===== src/rtl/intersection_pkg.sv =====
// Shared types, phase indices and default timings for the intersection arbiter.
package intersection_pkg;

  typedef enum logic [2:0] {
    ST_GREEN  = 3'd0,
    ST_YELLOW = 3'd1,
    ST_ALLRED = 3'd2,
    ST_WALK   = 3'd3
  } state_e;

  localparam logic [1:0] PH_MAIN = 2'd0;
  localparam logic [1:0] PH_SIDE = 2'd1;
  localparam logic [1:0] PH_LEFT = 2'd2;
  localparam logic [1:0] PH_PED  = 2'd3;

  localparam int unsigned NUM_PH  = 4;
  localparam int unsigned TIMER_W = 8;

  localparam int unsigned DEF_TICK_DIV    = 12000000;
  localparam int unsigned DEF_T_MIN_GREEN = 5;
  localparam int unsigned DEF_T_MAX_GREEN = 15;
  localparam int unsigned DEF_T_YELLOW    = 3;
  localparam int unsigned DEF_T_ALLRED    = 2;
  localparam int unsigned DEF_T_WALK      = 8;

  // First pending phase searching upward from last+1 (wrapping to last); main road if none.
  function automatic logic [1:0] rr_pick(input logic [NUM_PH-1:0] pend, input logic [1:0] last);
    logic [1:0] idx;
    logic       found;
    rr_pick = PH_MAIN;
    found   = 1'b0;
    for (int unsigned off = 1; off <= NUM_PH; off++) begin
      idx = last + 2'(off);
      if (!found && pend[idx]) begin
        rr_pick = idx;
        found   = 1'b1;
      end
    end
  endfunction

endpackage


===== src/rtl/tick_prescaler.sv =====
// Divides clk down to a registered one-cycle pulse every TICK_DIV cycles.
module tick_prescaler #(
  parameter int unsigned TICK_DIV = 12000000
) (
  input  logic clk,
  input  logic rst,
  output logic tick
);

  localparam int unsigned CNT_W = (TICK_DIV > 1) ? $clog2(TICK_DIV) : 1;
  localparam logic [CNT_W-1:0] CNT_LAST = CNT_W'(TICK_DIV - 1);

  logic [CNT_W-1:0] cnt;
  logic [CNT_W-1:0] cnt_nxt;

  assign cnt_nxt = (cnt == CNT_LAST) ? '0 : cnt + CNT_W'(1);

  // tick is registered so that it is high exactly while cnt sits at its last value
  always_ff @(posedge clk or negedge rst) begin
    if (!rst) begin
      cnt  <= '0;
      tick <= 1'b0;
    end else begin
      cnt  <= cnt_nxt;
      tick <= (cnt_nxt == CNT_LAST);
    end
  end

endmodule


===== src/rtl/intersection_arbiter.sv =====
// Four-phase traffic intersection arbiter: main-road rest, round-robin service of side,
// left-turn and pedestrian requests with yellow and all-red clearance.
module intersection_arbiter
  import intersection_pkg::*;
#(
  parameter int unsigned TICK_DIV    = DEF_TICK_DIV,
  parameter int unsigned T_MIN_GREEN = DEF_T_MIN_GREEN,
  parameter int unsigned T_MAX_GREEN = DEF_T_MAX_GREEN,
  parameter int unsigned T_YELLOW    = DEF_T_YELLOW,
  parameter int unsigned T_ALLRED    = DEF_T_ALLRED,
  parameter int unsigned T_WALK      = DEF_T_WALK
) (
  input  logic       clk,
  input  logic       rst,
  input  logic [3:0] req,
  output logic [3:0] green,
  output logic [3:0] yellow,
  output logic [3:0] red,
  output logic       walk,
  output logic [2:0] state,
  output logic [1:0] phase,
  output logic       sec_tick
);

  state_e               state_q, state_nxt;
  logic [1:0]           phase_q, phase_nxt;
  logic [NUM_PH-1:0]    pending, pending_nxt;
  logic [TIMER_W-1:0]   t;
  logic [NUM_PH-1:0]    sync1, sync2, sync3;
  logic [NUM_PH-1:0]    rise, active, served, other_pend;
  logic                 enter;
  logic [3:0]           green_nxt, yellow_nxt, red_nxt;
  logic                 walk_nxt;
  logic                 t_min, t_max, t_yel, t_ar, t_walk;

  tick_prescaler #(
    .TICK_DIV(TICK_DIV)
  ) u_prescaler (
    .clk (clk),
    .rst (rst),
    .tick(sec_tick)
  );

  assign state = state_q;
  assign phase = phase_q;
  assign rise  = sync2 & ~sync3;

  assign t_min  = 32'(t) >= T_MIN_GREEN;
  assign t_max  = 32'(t) >= T_MAX_GREEN;
  assign t_yel  = 32'(t) >= T_YELLOW;
  assign t_ar   = 32'(t) >= T_ALLRED;
  assign t_walk = 32'(t) >= T_WALK;

  // Next state, phase selection, request bookkeeping and next output values
  always_comb begin
    state_nxt  = state_q;
    phase_nxt  = phase_q;
    enter      = 1'b0;
    other_pend = pending & ~(4'b0001 << phase_q);
    unique case (state_q)
      ST_GREEN: begin
        if ((t_min && other_pend != '0) || (phase_q != PH_MAIN && t_max))
          state_nxt = ST_YELLOW;
      end
      ST_YELLOW: begin
        if (t_yel) state_nxt = ST_ALLRED;
      end
      ST_ALLRED: begin
        if (t_ar) begin
          phase_nxt = rr_pick(pending, phase_q);
          enter     = 1'b1;
          state_nxt = (phase_nxt == PH_PED) ? ST_WALK : ST_GREEN;
        end
      end
      ST_WALK: begin
        if (t_walk) state_nxt = ST_ALLRED;
      end
      default: state_nxt = ST_GREEN;
    endcase

    active = '0;
    if (state_q == ST_GREEN || state_q == ST_WALK) active = 4'b0001 << phase_q;
    served = enter ? (4'b0001 << phase_nxt) : '0;
    // the entering phase's clear beats any request edge arriving on the same cycle
    pending_nxt = (pending | (rise & ~active)) & ~served;

    green_nxt  = (state_nxt == ST_GREEN)  ? ((4'b0001 << phase_nxt) & 4'b0111) : '0;
    yellow_nxt = (state_nxt == ST_YELLOW) ? ((4'b0001 << phase_nxt) & 4'b0111) : '0;
    walk_nxt   = (state_nxt == ST_WALK);
    red_nxt    = {~walk_nxt, ~(green_nxt[2:0] | yellow_nxt[2:0])};
  end

  always_ff @(posedge clk or negedge rst) begin
    if (!rst) begin
      state_q <= ST_GREEN;
      phase_q <= PH_MAIN;
      pending <= '0;
      t       <= '0;
      sync1   <= '0;
      sync2   <= '0;
      sync3   <= '0;
      green   <= 4'b0001;
      yellow  <= 4'b0000;
      red     <= 4'b1110;
      walk    <= 1'b0;
    end else begin
      state_q <= state_nxt;
      phase_q <= phase_nxt;
      pending <= pending_nxt;
      sync1   <= req;
      sync2   <= sync1;
      sync3   <= sync2;
      green   <= green_nxt;
      yellow  <= yellow_nxt;
      red     <= red_nxt;
      walk    <= walk_nxt;
      // phase timer restarts on every state entry, otherwise counts seconds to saturation
      if (state_nxt != state_q)
        t <= '0;
      else if (sec_tick && t != {TIMER_W{1'b1}})
        t <= t + TIMER_W'(1);
    end
  end

endmodule


===== config.mk =====
export PLATFORM = sky130hd
export DESIGN_NAME = intersection_arbiter
export DESIGN_NICKNAME = d
export VERILOG_FILES = /design/src/rtl/intersection_pkg.sv /design/src/rtl/tick_prescaler.sv /design/src/rtl/intersection_arbiter.sv
export SDC_FILE = /design/constraint.sdc
export NUM_CORES = 1
export LEC_CHECK = 0
export ABC_AREA = 1
export CORE_ASPECT_RATIO = 1.1
export CORE_UTILIZATION = 35
export CTS_BUF_LIST = sky130_fd_sc_hd__clkbuf_2
export CTS_CLUSTER_SIZE = 10
export DETAILED_ROUTE_END_ITERATION = 6
export PLACE_DENSITY = 0.48
export SLEW_MARGIN = 20
export SYNTH_ARGS = -nofsm -noshare
export SYNTH_HDL_FRONTEND = slang
export SYNTH_HIERARCHICAL = 1
export SYNTH_SLANG_ARGS = --single-unit

===== constraint.sdc =====
create_clock -name clk -period 6.8 [get_ports clk]
set_input_delay 1.36 -clock clk [delete_from_list [all_inputs] [get_ports clk]]
set_output_delay 1.36 -clock clk [all_outputs]
set_load 0.005 [all_outputs]

; ---- Yosys cells after proc, flatten, opt, wreduce, memory -nomap -nowiden
; Index checks and enable logic that the tools add are counted.
[word_totals]
ff_bits = 65
inputBits = 6
out_inout_bits = 19
elab_cells = 107
[classes]
n_addsub = 5
order_cmp = 9
eq_ne = 10
shift = 2
mux = 40
bitwise = 12
n_reduce_logical = 16
[ops]
columns = cell, count
row1 = "equality test 24 bit, second input constant", 2
row2 = "adder 24 x 1 -> 24 bit, second input constant", 1
row3 = two-way mux 24 bit, 1
row4 = two-way mux 2 bit, 9
row5 = two-way mux 3 bit, 6
row6 = bitwise AND 4 bit, 4
row7 = "greater-or-equal comparator 8 x 2 -> 1 bit, second input constant", 2
row8 = "greater-or-equal comparator 8 x 4 -> 1 bit, second input constant", 2
row9 = two-way mux 8 bit, 2
row10 = inverter 4 bit, 4
row11 = two-way mux 1 bit, 15
row12 = "less-than comparator 2 x 3 -> 1 bit, second input constant", 4
row13 = case mux 3 bit (4 select lines), 1
row14 = "equality test 3 x 2 -> 1 bit, second input constant", 3
row15 = "adder 8 x 1 -> 8 bit, second input constant", 1
row16 = binary-select mux 1 bit (select 2 bit), 4
row17 = "greater-or-equal comparator 8 x 3 -> 1 bit, second input constant", 1
row18 = two-way mux 4 bit, 2
row19 = "inequality test 8 bit, second input constant", 1
row20 = "left shift 1 x 2 -> 4 bit, first input constant", 2
row21 = "equality test 3 x 1 -> 1 bit, second input constant", 2
row22 = logical AND 1 bit, 6
row23 = zero test 3 bit, 2
row24 = "adder 2 bit, second input constant", 2
row25 = other kinds (11), 15

; ---- Longest topological paths before layout
[logic_depth]
depth_word = 29
mapped_depth = 17
ltp_nobuf = 17

; ---- Cells and area by module
; Netlist, hierarchy kept.
[by_module_without_submodules]
columns = mod, instances, cells_per_inst, area_per_inst_um2, seq_area_each_um2
row1 = intersection_arbiter, 1, 229, 2014.4, 1006.0
row2 = tick_prescaler, 1, 246, 1722.9, 625.6

; ---- Worst setup path before layout
; No wires, ideal clock.
[synth_path]
path_type = register -> register
start = reg phase_q[0], in the netlist phase[0]
end = reg t[1]
setup_time_ns = 0.122
arrival_ns = 2.057
required_time_ns = 6.678
setup_slack_ns = 4.621
stages_incl_launch_ff = 16
path_buffers = 0
synth_period_minus_slack_ns = 2.179
path_cell_list = dfrtp_1 -> inv_2 -> ha_1 -> inv_1 -> nand2_2 -> nand2_4 -> nor2_4 -> nand4_1 -> nand2_2 -> nand2_4 -> nor2_4 -> nor2_4 -> nor2_1 -> nor2_2 -> nand2_4 -> nor2_2
[synth_via]
elab_chain_len = 27
elab_cells_between_ends = 48
cone_classes = add/sub (3) / eq/ne (2) / shift (1) / mux (28) / bitwise (2) / reduce/logical (12)
[synth_lines]
columns = item, line
row1 = "start, declared", intersection_arbiter.sv:26  ; logic [1:0] phase_q, phase_nxt;
row2 = "start signal, assigned", intersection_arbiter.sv:108  ; phase_q <= phase_nxt;
row3 = adder 2 x 1 -> 2 bit, intersection_pkg.sv:33  ; idx = last + 2'(off);
row4 = binary-select mux 1 bit (select 2 bit), intersection_pkg.sv:34  ; if (!found && pend[idx]) begin
row5 = two-way mux 1 bit (not written as such), intersection_pkg.sv:34
row6 = two-way mux 1 bit, intersection_pkg.sv:34
row7 = two-way mux 1 bit, intersection_arbiter.sv:69  ; if (t_ar) begin
row8 = two-way mux 1 bit, intersection_arbiter.sv:60  ; unique case (state_q)
row9 = zero test 1 bit, intersection_pkg.sv:34
row10 = logical AND 1 bit, intersection_pkg.sv:34
row11 = (+11 left out), n/a
row12 = two-way mux 2 bit, intersection_arbiter.sv:69
row13 = two-way mux 2 bit, intersection_arbiter.sv:60
row14 = equality test 2 bit, intersection_arbiter.sv:72  ; state_nxt = (phase_nxt == PH_PED) ? ST_WALK : ST_GREEN;
row15 = two-way mux 2 bit, intersection_arbiter.sv:72
row16 = two-way mux 3 bit, intersection_arbiter.sv:69
row17 = case mux 3 bit (4 select lines) *, intersection_arbiter.sv:60
row18 = inequality test 3 bit *, intersection_arbiter.sv:118  ; if (state_nxt != state_q)
row19 = two-way mux 8 bit or nonzero test 2 bit (tied branches), n/a
row20 = "end signal, assigned", intersection_arbiter.sv:121  ; t <= t + TIMER_W'(1);
row21 = "end, declared", intersection_arbiter.sv:28  ; logic [TIMER_W-1:0] t;
; Mark *: on every way between the ends. The rest lies on a longest branch, timed or not. The select of a mux whose other input is x is not followed.
; A chain may end at the register's enable or synchronous reset.

; ---- Worst setup path after layout
[layout_path]
start = reg phase_q[0], in the netlist phase[0]
end = out phase[0]
[layout_rtl]
columns = item, line
row1 = "end, declared", intersection_arbiter.sv:21  ; output logic [1:0] phase,
; No word-level cell between the ends.

==> run_results.csv <==
group,metric,value,unit
outcome,outcome,"completed",
grt,antenna_found_initial,0,
route,avgRoutedWirePerCell,12.81,um
grt,grt_pass1_vias,2939,
sta,max_freq,0.3320,GHz
route,first_pass_iters,4,
clock_network,clk_latency,0.51,ns
sta,final_hold_viol_count,0,
setup_path,r2r-end,"t[0]",
power,pwr-share-clk,42.8,%
power,power.density,166.2,nW/um^2
route,drt_wl_total,8414,um
placement,place_inst,641,
setup_path,r2r_cells,13,
setup_path,critPathBufInv,1,
floorplanning,die_x,100.5,um
sta,fin_worst_skew,0.009261,ns
setup_path,r2r_start,"phase[0]",
clock_network,cts_tree,"built",
placement,io_buffers,22,
sta,period_needed,3.012,ns
yosys,synth_compound_area_share,5.792,%
sta,worst_slew_pin_slew,0.8243,ns
placement,hpwlAfterDp,6441,um
grt,grt_max_degree,66,
sta,setup_viol,0,
yosys,yosys_warnings,6,
setup_path,startpoint_type,"flip-flop",
floorplanning,die_area,11100,um^2
finish,drive_gt1_share,18.29,%
placement,place_area,4131,um^2
floorplanning,coreArea,10390,um^2
route,drc,0,
power,p_int,553.3,uW
power,pwr-share-seq,55.1,%
setup_path,arrival,1.65,ns
setup_path,path_cells,"clkdlybuf4s50_1",
route,vias,3022,
finish,fin_cells,657,
grt,grt_usage,16.80,%
clock_network,clk_pin_slew,0.19,ns
yosys,synthMuxAreaShare,0,%
yosys,yosysUniqueCellTypes,34,
route,vias_per_cell,4.600,
job,maxCapViolations,0,
sta,setup_tns,0,ns
clock_network,cts_setup_buffers,0,
power,p_sw_share,22.37,%
yosys,synth-xor-area-share,2.109,%
power,p_sw,159.4,uW
clock_network,htreeDepth,3,
clock_network,hold_buffers,0,
clock_network,cts.sinks,65,
finish,diodes,0,
yosys,netlist_area,3737,um^2
sta,max_slew_margin,45.05,%
setup_path,path_max_fanout,10,
setup_path,cp.required,5.44,ns
sta,rsz0062_at_grt,"false",
placement,place_congestion,0.8808,
grt,grt_overflow,0,
min_path,worstHoldPathCells,0,
clock_network,clk_path_buf_depth,2,
power,peakVddDrop,0.00007223,V
setup_path,cp_top_family,"flip-flops",
power,pwr-share-comb,2.1,%
yosys,avgSynthCellArea,7.868,um^2
floorplanning,io_pins,25,
yosys,syn_inst,475,
finish,stdcell_area,4288,um^2
route,drt_iter0_drc,130,
setup_path,slowest_stage,"dfrtp_1",
setup_path,rrSetupSlack,4.29,ns
yosys,synth-simple-area-share,37.90,%
clock_network,cts-root-buf,"clkbuf_2",
yosys,synth_top_family_by_area,"simple AND/OR/NAND/NOR gates",
sta,finalCritPeriodShare,44.30,%
finish,final_util,41.25,%
yosys,ys_seq_area_share,43.66,%
yosys,ys_ff_latch,65,
grt,grt_pass1_wl,13990,um
finish,syn2layout_area_growth,14.73,%
min_path,holdPathEnd,"sync2[2]",
setup_path,max_stage_delay,0.58,ns
setup_path,crit_type,"reg -> out",
floorplanning,die_y,110.4,um
min_path,hold_start,"sync1[2]",
setup_path,end_kind,"primary output",
power,p_leak,0.002088,uW
sta,slew_viol_final,0,
clock_network,cts_resized,0,
yosys,synth_fa_ha_area_share,3.013,%
clock_network,cts_buffers,9,
floorplanning,rows,39,
min_path,hold_path_class,"reg -> reg",
floorplanning,start_util,35.96,%
route,ant_nets,0,
finish,nets,524,
[flip-flops by register name, summed over array words and instances, names as in the netlist]
name	flops
yellow	3
green	3
u_prescaler/tick	1
sync3	4
phase	2
sync1	4
state	3
pending	4
u_prescaler/cnt	24
red	4
sync2	4
walk	1
t	8
[synthesized netlist by cell type, drive strengths merged]
cell    number  area share (%)
a31oi        6             1.0
and2         2            0.33
ha           9             3.0
a41oi        1            0.23
xnor2        2            0.47
buf          2            0.40
nor4         2            0.33
nand3b       3            0.60
nand4       10             1.7
nor2        83              12
dfrtp       61              41
xor2         7             1.6
inv         70             7.0
dfstp        4             2.8
nor3         8             1.1
a21oi       13             1.9
o21bai       2            0.40
nand3       36             5.1
or2          2            0.33
a21boi       1            0.20
o21ai       11             1.7
nand2      137              16
conb         1            0.10
o22ai        2            0.33
[power groups by stage]
stage / registers [uW] / logic (uW) / clock network, uW
detailed placement: 400 / 16.1 / 0
floorplan: 399 / 4.32 / 0
CTS: 393 / 16.2 / 317
finish: 393 / 15.0 / 305
global placement: 400 / 16.0 / 0
global route: 394 / 18.1 / 334
[worst register-to-register path, delay by kind of cell, from the launching register on]
kind | cells | cell delay, ns
adder cells (fa/ha/maj) | 1 | 0.37
buffers and inverters | 2 | 0.25
flip-flops | 1 | 0.58
AO/OA/AOI/OAI | 1 | 0.27
AND/OR/NAND/NOR | 9 | 0.96
[cell families (layout without fill, tap and decap cells)]
logic type / count (synthesis) / after routing
other cells: 1 / 3
fa+ha+maj: 9 / 9
compound gates: 36 / 36
flops: 65 / 65
simple gates: 283 / 283
buf+inv: 72 / 109
xor+xnor: 9 / 9
[placed cells by master, fill, tap and decap left out, types with 9 or more instances in the layout]
master | netlist | final
a21oi_1 | 11 | 11
clkbuf_2 | 0 | 10
clkdlybuf4s50_1 | 0 | 21
dfrtp_1 | 61 | 61
ha_1 | 9 | 9
inv_1 | 63 | 63
nand2_1 | 111 | 111
nand2_2 | 21 | 21
nand3_1 | 34 | 34
nand4_1 | 10 | 10
nor2_1 | 51 | 51
nor2_2 | 22 | 22
[worst max path at each step]
stage,from,end,depth (start not counted)
6_report,phase[0],phase[0],1
5_1_grt,phase[0],phase[0],1
4_1_cts,phase[0],phase[0],1
3_5_place_dp,phase[0],t[0],13
3_3_place_gp,phase[0],phase[0],1
2_1_floorplan,phase[0],t[1],15
[metal layers]
layer / vias to the layer above / part of all wire, % / track usage [%]
met5: - / 0 / 0
met4: 0 / 3.0 / 8.696
met3: 22 / 2.5 / 3.405
met2: 46 / 48 / 27.84
met1: 1396 / 47 / 20.82
li1: 1558 / - / -
[final cells by class]
class	instances	area, um^2
inverters	70	262.8
well taps	143	178.9
multi-input cells	340	1836
clock buffers	10	50.05
clock inverters	6	106.4
repair buffers	23	222.7
flip-flops and latches	65	1632
fillers	1078	6106
[stage by stage]
step | setup slack, ns | total power, uW | hold WS (ns)
floorplan | 4.621 | 403.5 | 0.3312
global placement | 4.369 | 415.6 | 0.3325
detailed placement | 4.326 | 415.9 | 0.3387
CTS | 3.728 | 726.6 | 0.3786
global route | 3.672 | 745.9 | 0.3990
finish | 3.788 | 712.7 | 0.3730
No activity file was read; power rests on OpenSTA's default activity.
